==> config.mk <==
export PLATFORM = sky130hd
export DESIGN_NAME = ring_link_arbiter
export DESIGN_NICKNAME = d
export VERILOG_FILES = /design/src/rtl/ring_pkg.sv /design/src/rtl/ring_arb_stats.sv /design/src/rtl/ring_link_arbiter.sv
export SDC_FILE = /design/constraint.sdc
export NUM_CORES = 1
export LEC_CHECK = 0
export BUFFER_PORTS_ARGS = -buffer_cell sky130_fd_sc_hd__buf_4
export CAP_MARGIN = 0
export CORE_MARGIN = 8
export CORE_UTILIZATION = 35
export DETAILED_ROUTE_END_ITERATION = 16
export PLACE_DENSITY = 0.75
export SLEW_MARGIN = 20
export SYNTH_ARGS = -nofsm -noshare
export SYNTH_HDL_FRONTEND = slang
export SYNTH_SLANG_ARGS = --single-unit
==> constraint.sdc <==
create_clock -name clk -period 3.6 [get_ports clk]
set_input_delay 1.08 -clock clk [delete_from_list [all_inputs] [get_ports clk]]
set_output_delay 1.08 -clock clk [all_outputs]
set_load 0.1 [all_outputs]
==> src/rtl/ring_pkg.sv <==
// ============================================================================
//  Module      : ring_pkg
//  Description : Shared types and packet field layout for the ring router.
//  Revision    : 1.0 - initial release
// ============================================================================
`default_nettype none

package ring_pkg;

   localparam int PACKET_SIZE_DEF = 49;
   localparam int VALID_BIT       = PACKET_SIZE_DEF - 1;

   // Lower packet fields: destination, source, then a 32-bit timestamp.
   localparam int DST_OFS = 0;
   localparam int SRC_OFS = 8;
   localparam int TS_OFS  = 16;

   localparam int STARVE_CNT_W = 8;

   typedef enum logic [0:0] {
      NORMAL  = 1'b0,
      STARVED = 1'b1
   } arb_state_t;

endpackage

`default_nettype wire

==> src/rtl/ring_arb_stats.sv <==
// ============================================================================
//  Module      : ring_arb_stats
//  Description : Grant and stall statistics counters for ring_link_arbiter.
//  Revision    : 1.0 - initial release
// ============================================================================
`default_nettype none

module ring_arb_stats (
   input  logic        clk,
   input  logic        rst_n,
   input  logic        transit_pop,
   input  logic        inject_pop,
   input  logic        stall,
   output logic [31:0] grant_transit_cnt,
   output logic [31:0] grant_inject_cnt,
   output logic [31:0] stall_cnt
);

   always_ff @(posedge clk or negedge rst_n) begin
      if (!rst_n) begin
         grant_transit_cnt <= '0;
         grant_inject_cnt  <= '0;
         stall_cnt         <= '0;
      end else begin
         if (transit_pop) grant_transit_cnt <= grant_transit_cnt + 32'd1;
         if (inject_pop)  grant_inject_cnt  <= grant_inject_cnt + 32'd1;
         if (stall)       stall_cnt         <= stall_cnt + 32'd1;
      end
   end

endmodule

`default_nettype wire

==> src/rtl/ring_link_arbiter.sv <==
// ============================================================================
//  Module      : ring_link_arbiter
//  Description : Transit-priority output-link arbiter with injection
//                starvation guard. Optional statistics via RING_ARB_STATS_EN.
//  Revision    : 1.0 - initial release
// ============================================================================
`default_nettype none

module ring_link_arbiter
   import ring_pkg::*;
#(
   parameter int PACKET_SIZE  = PACKET_SIZE_DEF,
   parameter int STARVE_LIMIT = 4
) (
   input  logic                   clk,
   input  logic                   rst_n,
   input  logic [PACKET_SIZE-1:0] transit_pkt,
   input  logic                   transit_valid,
   output logic                   transit_pop,
   input  logic [PACKET_SIZE-1:0] inject_pkt,
   input  logic                   inject_valid,
   output logic                   inject_pop,
   input  logic                   backpressure_rd,
   output logic [PACKET_SIZE-1:0] link_out
`ifdef RING_ARB_STATS_EN
   ,
   output logic [31:0]            grant_transit_cnt,
   output logic [31:0]            grant_inject_cnt,
   output logic [31:0]            stall_cnt
`endif
);

   localparam logic [STARVE_CNT_W-1:0] C_LIMIT = STARVE_CNT_W'(STARVE_LIMIT);

   arb_state_t              r_state;
   logic [STARVE_CNT_W-1:0] r_starve_cnt;

   arb_state_t              w_state_nxt;
   logic [STARVE_CNT_W-1:0] w_cnt_nxt;
   logic                    w_grant_t;
   logic                    w_grant_i;

   always_comb begin
      w_grant_t   = 1'b0;
      w_grant_i   = 1'b0;
      w_state_nxt = r_state;
      w_cnt_nxt   = r_starve_cnt;
      if (!backpressure_rd) begin
         if (r_state == STARVED && inject_valid) begin
            w_grant_i   = 1'b1;
            w_cnt_nxt   = '0;
            w_state_nxt = NORMAL;
         end else begin
            // NORMAL rules; a STARVED state with an empty queue also lands here.
            w_state_nxt = NORMAL;
            w_cnt_nxt   = '0;
            if (transit_valid) begin
               w_grant_t = 1'b1;
               if (r_state == NORMAL && inject_valid) begin
                  w_cnt_nxt = (r_starve_cnt >= C_LIMIT) ? C_LIMIT
                                                        : r_starve_cnt + 1'b1;
                  if (w_cnt_nxt == C_LIMIT) w_state_nxt = STARVED;
               end
            end else if (inject_valid) begin
               w_grant_i = 1'b1;
            end
         end
      end
   end

   assign transit_pop = w_grant_t & rst_n;
   assign inject_pop  = w_grant_i & rst_n;

   always_ff @(posedge clk or negedge rst_n) begin
      if (!rst_n) begin
         r_state      <= NORMAL;
         r_starve_cnt <= '0;
         link_out     <= '0;
      end else begin
         r_state      <= w_state_nxt;
         r_starve_cnt <= w_cnt_nxt;
         if (w_grant_t)
            link_out <= {1'b1, transit_pkt[PACKET_SIZE-2:0]};
         else if (w_grant_i)
            link_out <= {1'b1, inject_pkt[PACKET_SIZE-2:0]};
         else
            link_out <= '0;
      end
   end

`ifdef RING_ARB_STATS_EN
   logic w_stall;
   assign w_stall = backpressure_rd & (transit_valid | inject_valid);

   ring_arb_stats u_stats (
      .clk               (clk),
      .rst_n             (rst_n),
      .transit_pop       (transit_pop),
      .inject_pop        (inject_pop),
      .stall             (w_stall),
      .grant_transit_cnt (grant_transit_cnt),
      .grant_inject_cnt  (grant_inject_cnt),
      .stall_cnt         (stall_cnt)
   );
`endif

endmodule

`default_nettype wire

### Yosys cells after proc, flatten, opt, wreduce, memory -nomap -nowiden

Index checks and enable logic that the tools add are counted.

* bitwise gates (word level): 3
* eq/ne operators: 1
* muxes and demuxes: 17
* add/sub/neg operators: 1
* reduce and logical (&&, ||, !) cells: 2
* order comparisons: 1

Operators by type and width (number)
* $mux 49: 2
* $mux 8: 4
* $mux 1: 11
* $add 8x1->8 const B: 1
* $eq 8x3->1 const B: 1
* $ge 8x3->1 const B: 1
* $and 1x1->1: 2
* $logic_and 1x1->1: 2
* $not 1->1: 1

* output and inout bits: 51
* flip-flop bits (word level): 58
* input bits: 103

### Longest topological paths before layout

Gate-level depths: netlist (run 1).

* depth after elaboration: 7
* gate-level depth with buffers: 5
* gate-level depth less buffers: 4

### Least setup slack after synthesis (run 1)

OpenSTA, ideal clock, no wires.

* path kind: input port to output port
* from: in transit_valid
* to: out inject_pop
* arrival: 2.495 ns
* path slack: 0.025 ns
* stages: 5
* buffers on the path: 2
* data required time: 2.520 ns
* path through: nor2b_1 -> nor3b_2 -> buf_4 -> buf_4 -> and2_1

* word-level cells in the longest chain between the ends: 4

RTL lines
* from (decl): RTL line ring_link_arbiter.sv:18 `input logic transit_valid,`
* $mux 1: RTL line ring_link_arbiter.sv:57 `if (transit_valid) begin`
* $mux 1: RTL line ring_link_arbiter.sv:49 `if (r_state == STARVED && inject_valid) begin`
* $mux 1: RTL line ring_link_arbiter.sv:48 `if (!backpressure_rd) begin`
* $and 1x1->1: RTL line ring_link_arbiter.sv:72 `assign inject_pop = w_grant_i & rst_n;`
* to (decl): RTL line ring_link_arbiter.sv:22 `output logic inject_pop,`

Every way passes these cells.

### Final worst setup path (run 1)

Same ends and word-level chain as after synthesis.

==> reports/results.tsv, run 1 <==
metric	value	unit
postSynthRegisterBits	58	
vias_in_the_first_global_route	1912	
combPwrFrac	0.282	
cts-resized-gates	0	
synthesis.area	2140	µm²
cp_startpoint_kind	input pin	
drt_first_iter_violations	63	
p_sw_frac	0.338	
nNetsFinal	408	
antenna_cells	0	
remaining_drc_errors	0	
timing_worst_setup_path_type	in2out	
finalSetupViolations	0	
dr_total_vias	1819	
setup_total_negative_slack	0	ns
yosysSeqAreaShare	0.679	
finish.instance_area	3510	µm²
hold_class	reg2reg	
seq_power_share	0.422	
final_hold_vios	0	
worst-endpoint-arrival	1.99	ns
crit_fanout	4	
tightestPinTransition	0.508	ns
syn_area_per_cell	14.4	µm²
initial_core_util	0.361	
outcome	finished clean	
wire_per_inst	17.4	µm
std_cell_rows	28	
slew-limit-headroom	0.661	
timing.critical_path.to_type	primary output	
dieArea	8860	µm²
io_pins	154	
dpl_cell_area	3350	µm²
max_cap_violations	0	
cts_htree_levels	3	
globalplace.congestion	0.790	
max_freq	326	MHz
place.detailed.hpwl	5300	µm
final.setup_skew	0.00516	ns
cts_buffer_depth	2	
pwr_density_cell	470	nW/µm²
portBuffers	151	
yosysUniqueCellTypes	21	
grt_first_pass_wirelength	10200	µm
ant_nets	0	
die_h	94.1	µm
leakage_power_total	0.00189	µW
p_clk_frac	0.297	
synth.yosys.warnings	0	
total_clock_sinks	58	
hold_bufs_at_cts	0	
post_cts_buffers	0	
vdd_drop_max	231	µV
cp.required	2.52	ns
final_layout_size_suffix_gt1_frac	0.552	
grt_start_max_net_pins	49	
number_of_antenna_violations_at_the_first_check_in_global_routing	0	
final.min_clock_period	3.07	ns
insertion_delay	0.31	ns
post-route-period-util	0.853	
cts_tree	done	
vias_per_cell	4.75	
die_x	94.1	µm
netSwitchingPower	558	µW
design.core.area	5920	µm²
cts-root-buf	clkbuf_8	
grt_overflow	0	
drt-total-wl	6680	µm
grtUsageTotal	0.151	
cts.reportedPaths.clkPinSlew	0.06	ns
drt_pre_antenna_iters	4	
rsz_0062_raised_after_global_routing	false	
area.growth.synth_to_final	64.3	%
power_report.internal_total	1090	µW
final_max_slew_viol_count	0	
fillCellCount	512	
synth_nets	253	
synthesized_netlist_cell_count	148	
cts_buffers	9	
-- through the flow --
step                utilization  power, µW  instances  setup slack [ns]  hold slack [ns]
floorplan                     -       1000        148            0.0248            0.454
global placement          0.566       1170        367             0.542            0.472
detailed placement        0.566       1180        367             0.521            0.472
CTS                       0.593       1670        383             0.520            0.491
global route              0.593       1730        383             0.478            0.503
finish                    0.593       1650        383             0.530            0.491
-- synthesized netlist by cell type --
| cell type | instances | area [µm²] |
|---|---|---|
| buf_2 | 6 | 30.0 |
| nand3b_1 | 1 | 7.51 |
| inv_1 | 2 | 7.51 |
| nor3b_2 | 1 | 12.5 |
| nor2_1 | 3 | 11.3 |
| and2_1 | 7 | 43.8 |
| o21ai_0 | 2 | 10.0 |
| nor2b_1 | 1 | 6.26 |
| dfrtp_1 | 58 | 1450 |
| nand2_1 | 5 | 18.8 |
| nand2b_1 | 1 | 6.26 |
| a21oi_2 | 1 | 8.76 |
| and4bb_1 | 1 | 12.5 |
| and4b_1 | 1 | 10.0 |
| nor4_1 | 1 | 6.26 |
| ha_1 | 2 | 25.0 |
| buf_4 | 3 | 22.5 |
| a22o_1 | 49 | 429 |
| clkbuf_1 | 1 | 3.75 |
| a221o_1 | 1 | 10.0 |
| buf_1 | 1 | 3.75 |
-- power by group through the flow --
stage          sequential, µW  combinational, µW  clock [µW]
2_1_floorplan             946               56.7           0
3_3_place_gp              706                464           0
3_5_place_dp              708                469           0
4_1_cts                   696                469         508
5_1_grt                   699                484         546
6_report                  695                465         490
-- layout by cell type, fill, tap and decap left out, types with 2 or more instances in the layout --
cell type	netlist	routed
clkbuf_1	1	3
clkbuf_8	0	10
a22o_1	49	49
and2_1	7	7
dfrtp_1	58	58
o21ai_0	2	2
ha_1	2	2
nand2_1	5	5
clkinv_2	0	3
nor2_1	3	3
inv_1	2	2
buf_4	3	155
-- kinds of logic (layout without fill, tap and decap cells) --
| group | Yosys count | in the layout | synth area share |
|---|---|---|---|
| flops | 58 | 58 | 0.679 |
| compound gates | 53 | 53 | 0.214 |
| simple gates | 22 | 22 | 0.0632 |
| buf+inv | 13 | 173 | 0.0316 |
| fa+ha+maj | 2 | 2 | 0.0117 |
-- metal layers --
| layer | GRT usage | part of all wire | vias up |
|---|---|---|---|
| li1 | - | - | 861 |
| met1 | 0.164 | 0.37 | 861 |
| met2 | 0.251 | 0.52 | 93 |
| met3 | 0.0703 | 0.11 | 4 |
| met4 | 0.0542 | 0.0066 | 0 |
| met5 | 0 | 0 | - |
-- cell type report --
| class | instances | area, µm² | area share |
|---|---|---|---|
| Sequential cell | 58 | 1450 | 0.413 |
| Timing Repair Buffer | 155 | 1160 | 0.331 |
| Multi-Input combinational cell | 77 | 632 | 0.180 |
| Clock buffer | 13 | 149 | 0.0424 |
| Tap cell | 75 | 93.8 | 0.0267 |
| Clock inverter | 3 | 15.0 | 0.00428 |
| Inverter | 2 | 7.51 | 0.00214 |
-- critical path: stages --
cell,delay (ns)
buf_4,0.12
nor2b_1,0.15
nor3b_4,0.20
and2_1,0.15
buf_4,0.28
-- worst paths after layout --
kind,depth (start not counted),slack [ns],end,from
worst max register to register,4,2.10,link_out[4],r_state
worst max-delay path,5,0.53,inject_pop,transit_valid
worst min-delay path,1,0.49,r_starve_cnt[7],r_starve_cnt[7]
max in group asynchronous,2,2.51,link_out[20],rst_n
min in group asynchronous,2,0.76,r_starve_cnt[3],rst_n
worst min register to register,1,0.49,r_starve_cnt[7],r_starve_cnt[7]
-- state kept, by name, indices dropped and copies added, names as in the netlist --
| register | cells |
|---|---|
| link_out | 49 |
| r_starve_cnt | 8 |
| r_state | 1 |
Note: power is estimated with default switching activity, not from simulation.
==> run 2: changes to the inputs <==
--- a/config.mk
+++ b/config.mk
@@ -8,9 +8,9 @@
 export BUFFER_PORTS_ARGS = -buffer_cell sky130_fd_sc_hd__buf_4
 export CAP_MARGIN = 0
 export CORE_MARGIN = 8
-export CORE_UTILIZATION = 35
+export CORE_UTILIZATION = 43
 export DETAILED_ROUTE_END_ITERATION = 16
-export PLACE_DENSITY = 0.75
+export PLACE_DENSITY = 0.88
 export SLEW_MARGIN = 20
 export SYNTH_ARGS = -nofsm -noshare
 export SYNTH_HDL_FRONTEND = slang
==> reports/results.tsv, run 2 (synthesized netlist as in run 1, its figures left out) <==
metric	value	unit	change
outcome	finished clean		
rsz_0062_raised_after_global_routing	false		
cp_startpoint_kind	input pin		
drt_first_iter_violations	80		+27%
crit_fanout	13		+9
vias_per_cell	5.01		+5.5%
regMostFlops	link_out		
drt-total-wl	6820	µm	+2.1%
place.detailed.hpwl	5370	µm	+1.4%
grtUsageTotal	0.186		+0.0347
cts_htree_levels	3		unchanged
final.setup_skew	0.00566	ns	+0.000499 ns
nNetsFinal	407		-0.25%
antenna_cells	0		unchanged
cts-resized-gates	0		unchanged
initial_core_util	0.449		+0.0885
remaining_drc_errors	0		unchanged
startpoint	backpressure_rd		
portBuffers	151		unchanged
ant_nets	0		unchanged
cts-root-buf	clkbuf_8		
slew-limit-headroom	0.667		+0.00544
hold_bufs_at_cts	0		unchanged
leakage_power_total	0.00190	µW	+0.49%
worst_r2r_path_depth	4		unchanged
critical_register_to_register_path_endpoint	link_out[24]		
post-route-period-util	0.846		-0.00655
drt_pre_antenna_iters	4		unchanged
p_clk_frac	0.318		+0.021
timing_worst_setup_path_type	in2out		
critical-path-max-stage-delay	0.29	ns	about the same
power	1700	µW	+3.2%
die_x	86.5	µm	-8.1%
cp_slowest_cell	buf_4		
std_cell_rows	25		-11%
io_pins	154		unchanged
grt_start_max_net_pins	49		unchanged
final.min_clock_period	3.05	ns	-0.0236 ns
seq_power_share	0.409		-0.013
tightestPinTransition	0.500	ns	-0.00816 ns
globalplace.congestion	0.790		about the same
netSwitchingPower	558	µW	about the same
grt_first_pass_wirelength	10500	µm	+2.9%
design.core.area	4750	µm²	-20%
dr_total_vias	1869		+2.7%
combPwrFrac	0.273		-0.009
max_cap_violations	0		unchanged
vdd_drop_max	328	µV	+42%
cts_buffers	9		unchanged
crit_path_cell_trace	buf_4, nand2b_1, a21oi_4, and2_1, buf_4		
post_cts_buffers	0		unchanged
final_hold_vios	0		unchanged
layout_top_registers	link_out: 49 flops, r_starve_cnt: 8 flops, r_state: 1 flops		
insertion_delay	0.32	ns	about the same
power_report.internal_total	1140	µW	+4.8%
die_h	86.5	µm	-8.1%
hold_class	reg2reg		
layout.cells.most_common	buf_4		
largest_register_ff_count	49		unchanged
final_max_slew_viol_count	0		unchanged
p_sw_frac	0.328		-0.0104
worst_r2r_startpoint	r_state		
pwr_density_cell	484	nW/µm²	+3.0%
critical-path-top-cell-by-count	buf_4		
number_of_antenna_violations_at_the_first_check_in_global_routing	0		unchanged
area.growth.synth_to_final	64.7	%	
finalSetupViolations	0		unchanged
worst-endpoint-arrival	1.97	ns	-0.02 ns
total_clock_sinks	58		unchanged
vias_in_the_first_global_route	1986		+3.9%
critical_path.endpoint	transit_pop		
wire_per_inst	18.3	µm	+4.8%
grt_overflow	0		unchanged
cp.required	2.52	ns	about the same
timing.critical_path.to_type	primary output		
final_layout_size_suffix_gt1_frac	0.559		+0.00688
dieArea	7480	µm²	-16%
cts.reportedPaths.clkPinSlew	0.06	ns	about the same
cts_buffer_depth	2		unchanged
setup_total_negative_slack	0	ns	unchanged
cts_tree	done		
max_freq	328	MHz	+0.77%
most-common-layout-cells	154 x buf_4, 58 x dfrtp_1, 49 x a22o_1, 13 x clkbuf_8, 7 x and2_1		
reg2reg_setup_slack	2.13	ns	+0.03 ns
## run 2: worst min-delay path by stage
stage	end	start	cells after the start
after floorplan	r_starve_cnt[5]	r_starve_cnt[5]	1
after global placement	r_starve_cnt[4]	r_starve_cnt[4]	1
after detailed placement	r_starve_cnt[7]	r_starve_cnt[7]	1
after CTS	r_starve_cnt[7]	r_starve_cnt[7]	1
after global routing	r_starve_cnt[7]	r_starve_cnt[7]	1
final	r_starve_cnt[7]	r_starve_cnt[7]	1
## run 2: area by class of cell
type	instances	area, µm²
sequential	58	1450
fill	363	1230
timing repair buffer	154	1160
multi-input combinational	77	632
clock buffer	13	179
tap	67	83.8
clock inverter	2	10.0
inverter	2	7.51
## run 2: critical path, delay by kind of cell
family / cells / cell delay, ns
buffers and inverters: 2 / 0.45
AO/OA/AOI/OAI: 1 / 0.12
AND/OR/NAND/NOR: 2 / 0.31
## run 2: power by group through the flow
stage / clock (µW) / sequential [µW] / combinational, µW
2_1_floorplan: 0 / 946 / 56.7
3_3_place_gp: 0 / 706 / 461
3_5_place_dp: 0 / 708 / 467
4_1_cts: 563 / 696 / 468
5_1_grt: 597 / 699 / 482
6_report: 542 / 696 / 464
## run 2: stage by stage
stage	instances	hold WS [ns]	utilization	worst slack, ns	instance area [µm²]
6_report	373	0.493	0.740	0.553	3520
2_1_floorplan	148	0.454	-	0.0248	2140
5_1_grt	373	0.517	0.740	0.503	3520
4_1_cts	373	0.490	0.740	0.551	3520
3_5_place_dp	358	0.475	0.701	0.551	3330
3_3_place_gp	358	0.470	0.701	0.562	3330
## run 2: metal layers
metal | part of all wire | vias to the layer above | track usage
li1 | - | 855 | -
met1 | 0.37 | 906 | 0.205
met2 | 0.52 | 97 | 0.311
met3 | 0.094 | 11 | 0.0728
met4 | 0.019 | 0 | 0.0767
met5 | 0 | - | 0
==> run 3: changes to the inputs <==
--- a/config.mk
+++ b/config.mk
@@ -8,9 +8,9 @@
 export BUFFER_PORTS_ARGS = -buffer_cell sky130_fd_sc_hd__buf_4
 export CAP_MARGIN = 0
 export CORE_MARGIN = 8
-export CORE_UTILIZATION = 43
+export CORE_UTILIZATION = 36
 export DETAILED_ROUTE_END_ITERATION = 16
-export PLACE_DENSITY = 0.88
+export PLACE_DENSITY = 0.79
 export SLEW_MARGIN = 20
 export SYNTH_ARGS = -nofsm -noshare
 export SYNTH_HDL_FRONTEND = slang
==> constraint.sdc (replaced) <==
create_clock -name clk -period 2.55 [get_ports clk]
set_input_delay 0.765 -clock clk [delete_from_list [all_inputs] [get_ports clk]]
set_output_delay 0.765 -clock clk [all_outputs]
set_load 0.1 [all_outputs]
==> reports/results.tsv, run 3 (synthesized netlist as in run 1, its figures left out) <==
metric	value	unit	change
outcome	finished clean		
drt_first_iter_violations	57		-29%
number_of_antenna_violations_at_the_first_check_in_global_routing	0		unchanged
layout_top_registers	link_out: 49 flops, r_starve_cnt: 8 flops, r_state: 1 flops		
hold_bufs_at_cts	0		unchanged
antenna_cells	0		unchanged
dr_total_vias	1821		-2.6%
globalplace.congestion	0.803		+1.6%
leakage_power_total	0.00191	µW	+0.35%
cts_tree	done		
drt-total-wl	6680	µm	-2.1%
rsz_0062_raised_after_global_routing	false		
cts_htree_levels	3		unchanged
layout.core_utilization	0.611		-0.129
finalSetupViolations	0		unchanged
cp_startpoint_kind	input pin		
final_layout_size_suffix_gt1_frac	0.565		+0.00654
worst-endpoint-arrival	1.67	ns	-0.30 ns
ant_nets	0		unchanged
grtUsageTotal	0.150		-0.0359
grt_first_pass_wirelength	9940	µm	-5.1%
post-route-period-util	0.956		
cts-root-buf	clkbuf_8		
final_max_slew_viol_count	0		unchanged
final.min_clock_period	2.44	ns	
wire_per_inst	17.5	µm	-4.1%
total_clock_sinks	58		unchanged
insertion_delay	0.32	ns	about the same
cts-resized-gates	0		unchanged
die_x	93.0	µm	+7.6%
cts.reportedPaths.clkPinSlew	0.06	ns	about the same
grt_overflow	0		unchanged
timing_worst_setup_path_type	in2out		
pwr_density_cell	706	nW/µm²	+46%
slew-limit-headroom	0.601		-0.0655
die_h	93.0	µm	+7.6%
final_hold_vios	0		unchanged
vias_per_cell	4.78		-4.6%
max_freq	410	MHz	
largest_register_ff_count	49		unchanged
cts_buffer_depth	2		unchanged
tightestPinTransition	0.598	ns	+0.0983 ns
cp.required	1.79	ns	-0.73 ns
design.core.area	5820	µm²	+22%
crit_fanout	4		-9
grt_start_max_net_pins	51		+4.1%
std_cell_rows	28		+12%
post_cts_buffers	0		unchanged
initial_core_util	0.367		-0.0820
reg2reg_setup_slack	1.06	ns	-1.07 ns
vdd_drop_max	384	µV	+17%
portBuffers	151		unchanged
setup_total_negative_slack	0	ns	unchanged
dpl_cell_area	3350	µm²	+0.45%
final.setup_skew	0.00511	ns	-0.000544 ns
drt_pre_antenna_iters	4		unchanged
regMostFlops	link_out		
timing.critical_path.to_type	primary output		
cts_buffers	9		unchanged
remaining_drc_errors	0		unchanged
max_cap_violations	0		unchanged
vias_in_the_first_global_route	1948		-1.9%
place.detailed.hpwl	5210	µm	-2.9%
most-common-layout-cells	154 x buf_4, 58 x dfrtp_1, 49 x a22o_1, 9 x clkbuf_8		
area.growth.synth_to_final	66.2	%	
finish.instance_area	3550	µm²	+0.92%
nNetsFinal	407		unchanged
dieArea	8660	µm²	+16%
layout.cells.most_common	buf_4		
io_pins	154		unchanged
hold_class	in2async		
run 3: cell types whose count changed in the layout (fill, tap and decap cells not counted):
cell	change
and2_4	+2
clkinvlp_4	+1
bufinv_16	+2
clkinv_2	+1
and2_1	-2
clkbuf_8	-4
run 3: final cells by class:
class / count / area [µm²]
Inverter: 2 / 7.51
Tap cell: 75 / 93.8
Clock buffer: 9 / 124
Fill cell: 464 / 2260
Multi-Input combinational cell: 77 / 637
Clock inverter: 6 / 82.6
Sequential cell: 58 / 1450
Timing Repair Buffer: 154 / 1160
run 3: stage by stage:
| step | instances | power [µW] | hold WS (ns) | worst slack [ns] |
|---|---|---|---|---|
| after floorplan | 148 | 1420 | 0.454 | 0.0326 |
| after global placement | 366 | 1650 | 0.470 | 0.122 |
| after detailed placement | 366 | 1660 | 0.475 | 0.100 |
| after CTS | 381 | 2540 | 0.248 | 0.0998 |
| after global routing | 381 | 2620 | 0.235 | 0.0585 |
| final | 381 | 2510 | 0.264 | 0.113 |
run 3: metal layers:
| metal | wire length (µm) | share of wire | up-vias | global-route usage |
|---|---|---|---|---|
| li1 | - | - | 856 | - |
| met4 | 88 | 0.013 | 0 | 0.0349 |
| met3 | 649 | 0.097 | 8 | 0.0721 |
| met5 | 0 | 0 | - | 0 |
| met1 | 2540 | 0.38 | 864 | 0.157 |
| met2 | 3400 | 0.51 | 93 | 0.264 |
run 3: where the power goes:
group / leakage [µW] / switching [µW] / internal, µW
Combinational: 0.00103 / 458 / 198
Clock: 0.000105 / 332 / 539
Sequential: 0.000771 / 13.9 / 967
run 3: worst max-delay path, stage by stage:
cell and delay, ns:
buf_4 0.12, nor2b_1 0.15, nor3b_4 0.19, and2_4 0.16, buf_4 0.28
run 3: final timing paths:
kind	start	cells past startpoint	to
worst max-delay path	transit_valid	5	inject_pop
worst max register to register	r_state	4	link_out[20]
min in group clk	r_starve_cnt[7]	1	r_starve_cnt[7]
worst min-delay path	rst_n	1	link_out[3]
max in group asynchronous	rst_n	2	link_out[41]
worst min register to register	r_starve_cnt[7]	1	r_starve_cnt[7]
